==> config.mk <==
export PLATFORM = sky130hd
export DESIGN_NAME = ram_sp_resp
export DESIGN_NICKNAME = d
export VERILOG_FILES = /design/src/rtl/ram_pkg.sv /design/src/rtl/ram_sp_array.sv /design/src/rtl/ram_sp_resp.sv
export SDC_FILE = /design/constraint.sdc
export NUM_CORES = 2
export LEC_CHECK = 0
export BUFFER_PORTS_ARGS = -buffer_cell sky130_fd_sc_hd__buf_4
export CORE_MARGIN = 3
export CORE_UTILIZATION = 45
export DETAILED_ROUTE_END_ITERATION = 10
export PLACE_DENSITY = 0.71
export SLEW_MARGIN = 15
export SYNTH_ARGS = -nofsm -noshare
export SYNTH_HDL_FRONTEND = slang
export SYNTH_SLANG_ARGS = --single-unit
==> constraint.sdc <==
create_clock -name sys_clk -period 2.8 [get_ports sys_clk]
set_input_delay 0.14 -clock sys_clk [delete_from_list [all_inputs] [get_ports sys_clk]]
set_output_delay 0.14 -clock sys_clk [all_outputs]
set_load 0.02 [all_outputs]
==> src/rtl/ram_pkg.sv <==
// ---------------------------------------------------------------------------
// ram_pkg
// Shared definitions for the single-port response RAM:
//   - default address/data widths
//   - request decode (read / write / collision / idle)
//   - even-parity helper used when RAM_PARITY_EN is defined
// ---------------------------------------------------------------------------
package ram_pkg;

  localparam int RAM_ADDR_W    = 8;
  localparam int RAM_DATA_W    = 8;
  // Widest word the parity helper accepts; callers zero-extend, which
  // leaves even parity unchanged.
  localparam int RAM_PAR_MAX_W = 64;

  typedef enum logic [1:0] {
    OP_IDLE  = 2'd0,
    OP_READ  = 2'd1,
    OP_WRITE = 2'd2,
    OP_COLL  = 2'd3
  } ram_op_e;

  // Classify the sampled request pair. A simultaneous read and write is a
  // collision: the write proceeds and the read is dropped.
  function automatic ram_op_e decode_op(input logic rd, input logic wr);
    ram_op_e op;
    case ({rd, wr})
      2'b10:   op = OP_READ;
      2'b01:   op = OP_WRITE;
      2'b11:   op = OP_COLL;
      default: op = OP_IDLE;
    endcase
    return op;
  endfunction

  // Even parity: the returned bit makes the total number of ones even.
  function automatic logic even_parity(input logic [RAM_PAR_MAX_W-1:0] data);
    return ^data;
  endfunction

endpackage

==> src/rtl/ram_sp_array.sv <==
// ---------------------------------------------------------------------------
// ram_sp_array
// Plain single-port storage array: synchronous write, read port presents the
// word at the current address. No reset -- contents are only made reachable
// by the valid bitmap held in the parent.
// Ports:
//   clk_i    write clock
//   we_i     write enable
//   addr_i   word address (shared by read and write)
//   wdata_i  word to store
//   rdata_o  word stored at addr_i
// ---------------------------------------------------------------------------
module ram_sp_array #(
  parameter int ADDR_W = 8,
  parameter int WORD_W = 8,
  parameter int DEPTH  = 256
) (
  input  logic              clk_i,
  input  logic              we_i,
  input  logic [ADDR_W-1:0] addr_i,
  input  logic [WORD_W-1:0] wdata_i,
  output logic [WORD_W-1:0] rdata_o
);

  logic [WORD_W-1:0] mem_q [DEPTH];

  // Store the word on a write edge; the array is deliberately not reset.
  always_ff @(posedge clk_i) begin
    if (we_i) begin
      mem_q[addr_i] <= wdata_i;
    end
  end

  assign rdata_o = mem_q[addr_i];

endmodule

==> src/rtl/ram_sp_resp.sv <==
// ---------------------------------------------------------------------------
// ram_sp_resp
// Single-port RAM with a response channel: registered read data with a
// one-cycle rd_valid pulse, never-written detection (rd_err), read/write
// collision flag (coll_err) and a saturating count of distinct written
// addresses (fill_cnt / full).
// Optional build macro: RAM_PARITY_EN -- stores an even-parity bit per word
// and adds output par_err, pulsed with rd_valid on a parity mismatch.
// Ports:
//   sys_clk    rising-edge clock
//   sys_rst_n  asynchronous active-low reset
//   rd_en      read request
//   wr_en      write request (wins over rd_en)
//   addr       word address
//   wr_data    write data
//   data_out   registered read data (holds between reads)
//   rd_valid   pulse: data_out updated this cycle
//   rd_err     pulse with rd_valid: address never written
//   coll_err   pulse: rd_en and wr_en were both high
//   fill_cnt   distinct addresses written since reset (0..DEPTH)
//   full       fill_cnt == DEPTH
//   par_err    (RAM_PARITY_EN only) pulse with rd_valid: parity mismatch
// ---------------------------------------------------------------------------
module ram_sp_resp
  import ram_pkg::*;
#(
  parameter int ADDR_W = RAM_ADDR_W,
  parameter int DATA_W = RAM_DATA_W,
  parameter int DEPTH  = 2 ** ADDR_W
) (
  input  logic              sys_clk,
  input  logic              sys_rst_n,
  input  logic              rd_en,
  input  logic              wr_en,
  input  logic [ADDR_W-1:0] addr,
  input  logic [DATA_W-1:0] wr_data,
  output logic [DATA_W-1:0] data_out,
  output logic              rd_valid,
  output logic              rd_err,
  output logic              coll_err,
  output logic [ADDR_W:0]   fill_cnt,
  output logic              full
`ifdef RAM_PARITY_EN
  ,
  output logic              par_err
`endif
);

`ifdef RAM_PARITY_EN
  localparam int PAR_W = 1;
`else
  localparam int PAR_W = 0;
`endif
  localparam int              WORD_W   = DATA_W + PAR_W;
  localparam logic [ADDR_W:0] FILL_MAX = (ADDR_W + 1)'(DEPTH);
  localparam logic [ADDR_W:0] FILL_ONE = (ADDR_W + 1)'(1);

  ram_op_e           op_s;
  logic              hit_s;
  logic              we_s;
  logic [WORD_W-1:0] word_wr_s;
  logic [WORD_W-1:0] word_rd_s;
  logic [DATA_W-1:0] rd_data_s;

  logic [DEPTH-1:0]  valid_q,    valid_d;
  logic [ADDR_W:0]   fill_q,     fill_d;
  logic              full_q,     full_d;
  logic [DATA_W-1:0] data_q,     data_d;
  logic              rd_valid_q, rd_valid_d;
  logic              rd_err_q,   rd_err_d;
  logic              coll_q,     coll_d;
`ifdef RAM_PARITY_EN
  logic              par_err_q,  par_err_d;
  logic              par_bad_s;
`endif

  assign op_s  = decode_op(rd_en, wr_en);
  assign hit_s = valid_q[addr];
  // Every write, including the write half of a collision, reaches the array.
  assign we_s  = wr_en;

`ifdef RAM_PARITY_EN
  assign word_wr_s = {even_parity(RAM_PAR_MAX_W'(wr_data)), wr_data};
  assign rd_data_s = word_rd_s[DATA_W-1:0];
  assign par_bad_s = even_parity(RAM_PAR_MAX_W'(rd_data_s)) != word_rd_s[DATA_W];
`else
  assign word_wr_s = wr_data;
  assign rd_data_s = word_rd_s;
`endif

  ram_sp_array #(
    .ADDR_W (ADDR_W),
    .WORD_W (WORD_W),
    .DEPTH  (DEPTH)
  ) u_array (
    .clk_i   (sys_clk),
    .we_i    (we_s),
    .addr_i  (addr),
    .wdata_i (word_wr_s),
    .rdata_o (word_rd_s)
  );

  // Next-state for bitmap, fill counter, read response and error pulses.
  always_comb begin
    valid_d    = valid_q;
    fill_d     = fill_q;
    data_d     = data_q;
    rd_valid_d = 1'b0;
    rd_err_d   = 1'b0;
    coll_d     = 1'b0;
`ifdef RAM_PARITY_EN
    par_err_d  = 1'b0;
`endif
    case (op_s)
      OP_READ: begin
        rd_valid_d = 1'b1;
        if (hit_s) begin
          data_d = rd_data_s;
`ifdef RAM_PARITY_EN
          par_err_d = par_bad_s;
`endif
        end else begin
          // Never-written words read as zero, whatever the array holds.
          data_d   = {DATA_W{1'b0}};
          rd_err_d = 1'b1;
        end
      end
      OP_WRITE, OP_COLL: begin
        valid_d[addr] = 1'b1;
        coll_d        = (op_s == OP_COLL);
        // Only a first write to an address counts; saturate at DEPTH.
        if (!hit_s && (fill_q != FILL_MAX)) begin
          fill_d = fill_q + FILL_ONE;
        end else begin
          fill_d = fill_q;
        end
      end
      OP_IDLE: begin
        data_d = data_q;
      end
      default: begin
        data_d = data_q;
      end
    endcase
    full_d = (fill_d == FILL_MAX);
  end

  // State and registered outputs; reset clears the bitmap, not the array.
  always_ff @(posedge sys_clk or negedge sys_rst_n) begin
    if (!sys_rst_n) begin
      valid_q    <= {DEPTH{1'b0}};
      fill_q     <= {(ADDR_W + 1){1'b0}};
      full_q     <= 1'b0;
      data_q     <= {DATA_W{1'b0}};
      rd_valid_q <= 1'b0;
      rd_err_q   <= 1'b0;
      coll_q     <= 1'b0;
`ifdef RAM_PARITY_EN
      par_err_q  <= 1'b0;
`endif
    end else begin
      valid_q    <= valid_d;
      fill_q     <= fill_d;
      full_q     <= full_d;
      data_q     <= data_d;
      rd_valid_q <= rd_valid_d;
      rd_err_q   <= rd_err_d;
      coll_q     <= coll_d;
`ifdef RAM_PARITY_EN
      par_err_q  <= par_err_d;
`endif
    end
  end

  assign data_out = data_q;
  assign rd_valid = rd_valid_q;
  assign rd_err   = rd_err_q;
  assign coll_err = coll_q;
  assign fill_cnt = fill_q;
  assign full     = full_q;
`ifdef RAM_PARITY_EN
  assign par_err  = par_err_q;
`endif

endmodule

==> summary.md <==
| Metric | Value |
|---|---|
| Tightest slew margin relative to the limit | 37.4% |
| Actual slew at the worst max-slew pin | between 0.9 and 1 ns |
| Worst hold path class | in2reg |
| Remaining antenna violation count after routing | 0 |
| Average routed wire per standard cell | approximately 30 um |
| Final Core Density | a little over half |
| Clock root cell | clkbuf_16 |
| Number of DRC markers in iteration 0 | approximately 6100 |
| Vertical die dimension | ~450 um |
| Global Route Usage Sum | between 20% and 30% |
| Clock latency on the worst-skew pair | roughly 0.86 ns |
| Static Leakage | roughly 37 nW |
| Antenna violations before repair | 6 |
| Outcome | finished, violations left |
| Routability congestion estimate from global placement | just under 0.9 |
| Post-route worst setup slack | -0.271 ns |
| Final setup violation count | 18 |
| Crit path launch type | flip-flop |
| Number of clock sinks seen by CTS | between 2000 and 2500 |
| Power per cell area | roughly 690 mW/mm^2 |
| Pins Over Slew Limit | 0 |
| Total grt overflow | 0 |
| First-pass GRT wire length | roughly 330000 um |
| Largest area contributor in the netlist | edfxtp_1 |
| Clk buf depth | 3 |
| # H-tree levels | 4 |
| Vias | 45700 |
| Final hold violation count | 0 |
| Number of storage elements in the synthesis netlist | 2325 |
| Placed Instance Area | between 0.09 and 0.1 sq mm |
| Fraction of post-synthesis cell area in the top cell type by area | between 60% and 70% |
| Drc violations | 0 |
| Combined area of all synthesized cells | around 0.090 sq mm |
| Worst-path fanout max | 6 |
| First-pass detailed-route iteration total | 6 |
| Most numerous cell types in the synthesized netlist | edfxtp_1 (2048), mux4_2 (697), dfrtp_1 (277), nor2_1 (275), or2_2 (258) |
| Synthesized area per cell | approximately 22 sq um |
| Worst setup path class | reg2reg |
| Post-synth EDFFs | about 2000 |
| Clock tree from TritonCTS | yes |
| Synthesis-to-finish area growth | 18.1% |
| Post-synthesis net count | slightly above 4000 |
| Post-detail-place hpwl | between 100000 and 150000 um |
| Asr flop ratio synth | between 10% and 20% |
| Die Wd | ~450 um |
| Post-layout minimum cycle time | 3.07 ns |
| Leading cell type by number of instances after synthesis | edfxtp_1 |
| Count of boundary I/O pins | 41 |
| Layout Skew | about 0.047 ns |
| Data required time at the worst endpoint | between 3 and 4 ns |
| Clock transition at the registers of the reported paths | roughly 0.060 ns |
| Worst ir drop on vdd | ~640 uV |
| CP Data Arrival Time | between 3 and 4 ns |
| Vias per Instance | approximately 6.0 |
| Fraction of layout cells with a size suffix above 1 | about two fifths |
| Final-stage net count | just under 5000 |
| Cell count after synthesis | 4130 |
| Final routed wirelength across all metal layers | 230000 um |
| Synth cell types | between 50 and 60 |
| Max_cap viols | 0 |
| Worst slack on hold paths | between 0.07 and 0.08 ns |
| Count of input and output buffers | 40 |
| Dominant cells by area after synthesis | edfxtp_1 (68%), mux4_2 (17%), dfrtp_1 (7.7%) |
| Number of global-route vias before repair | roughly 46000 |
| Number of synthesis warnings | 0 |
| Crit. End Element | flip-flop |
| Count of standard-cell rows | around 160 |
| Max Clock Freq | between 0.3 and 0.4 GHz |
| Number of buffers inserted during clock tree synthesis | about 220 |
| Effective utilization at floorplan | a little under half |
| Dominant register cell in the synthesized netlist | edfxtp_1 |
| Total power consumption of the routed design | 73.8 mW |
| Violated checks | setup timing |
| Post-route standard cell area excluding fillers | between 0.1 and 0.15 sq mm |
| RSZ-0062 raised after global routing | true |
| Post-synthesis sequential area ratio | about three quarters |
| Final worst-path cycle share | 110% |
| Core area | a little under 0.2 sq mm |
| Maximum number of pins on one net before global-route repair | 120 |
| Die Footprint | slightly above 0.2 sq mm |
-- what timing repair did --
action,CTS,global route
hold buffers,15,0
resized for setup,17,11
setup endpoints to repair,17,19
pin swaps,19,9
setup buffers,3,4
hold endpoints to repair,649,0
-- kinds of logic after synthesis --
kind of cell / Yosys count / synth area share [%]
compound gates: 97 / 0.776
xor+xnor: 6 / 0.0582
fa+ha+maj: 2 / 0.0277
buf+inv: 234 / 1.33
flops: 2325 / 75.8
mux: 759 / 18.2
simple gates: 707 / 3.90
-- cell usage in the layout (no fill, tap or decap), drive strengths merged, types with 15 or more instances in the layout --
cell / count
dfrtp: 277
mux4: 701
bufinv: 22
edfxtp: 2048
nand2: 70
clkbuf: 308
a22oi: 18
or2: 258
inv: 16
buf: 678
nor2: 276
dlygate4sd3: 15
clkinv: 87
nand3: 47
mux2i: 50
-- layer usage --
metal / global-route usage (%) / vias up / wire [um]
met5: 0 / - / 13
met4: 7.82 / 2 / 8860
met3: 5.06 / 438 / 21900
met2: 35.5 / 2422 / 110000
met1: 31.2 / 24400 / 88800
li1: - / 18400 / -
-- power by group --
group	internal (mW)	switching, mW	leakage [nW]
registers	38.2	0.309	22.2
logic	2.15	2.68	11.1
clock network	17.5	13.0	3.65
total	57.8	16.0	36.9
-- critical path, stage by stage, from the launching register on --
cell     delay (ns)
dfrtp_1        0.38
mux4_2         0.48
mux4_2         0.51
a22oi_2        0.28
nand3_2        0.12
a221o_1        0.41
nand2_4        0.20
nand3_2        0.10
mux2_4         0.33
nor4b_4        0.20
-- through the flow --
step,std cells,worst slack [ns],TNS (ns)
finish,7676,-0.271,-3.19
global route,7672,-0.329,-4.03
CTS,7668,-0.290,-2.37
detailed placement,7227,-0.997,-10.68
global placement,7227,-0.931,-9.22
floorplan,4130,-0.118,-32.54
-- sequential cells by signal (all words and copies together) (netlist names) --
signal         count
u_array.mem_q   2048
valid_q          256
fill_cnt           9
data_out           8
coll_err           1
full               1
rd_err             1
rd_valid           1
-- path summary, 6_finish.rpt --
check                           cells after the start  slack, ns                             end                    start
worst min register to register                      1       0.46         valid_q[25]$_DFFE_PN0N_  valid_q[25]$_DFFE_PN0N_
min in group asynchronous                           3       0.42           fill_cnt[0]$_DFF_PN0_                sys_rst_n
worst max-delay path                                9      -0.27                  full$_DFF_PN0_  valid_q[76]$_DFFE_PN0N_
worst max register to register                      9      -0.27                  full$_DFF_PN0_  valid_q[76]$_DFFE_PN0N_
worst min-delay path                                1       0.07  u_array.mem_q[22][6]$_DFFE_PP_               wr_data[6]
max in group asynchronous                           4       1.47         valid_q[55]$_DFFE_PN0N_                sys_rst_n
-- cell type report --
class,count,area [sq um]
fillers,14600,91800
flip-flops and latches,2325,68400
multi-input cells,1571,20800
repair buffers,701,6550
clock buffers,300,6160
well taps,2640,3300
clock inverters,126,1370
inverters,9,33.8
diodes,4,10.0
No activity file was read; power rests on OpenSTA's default activity.
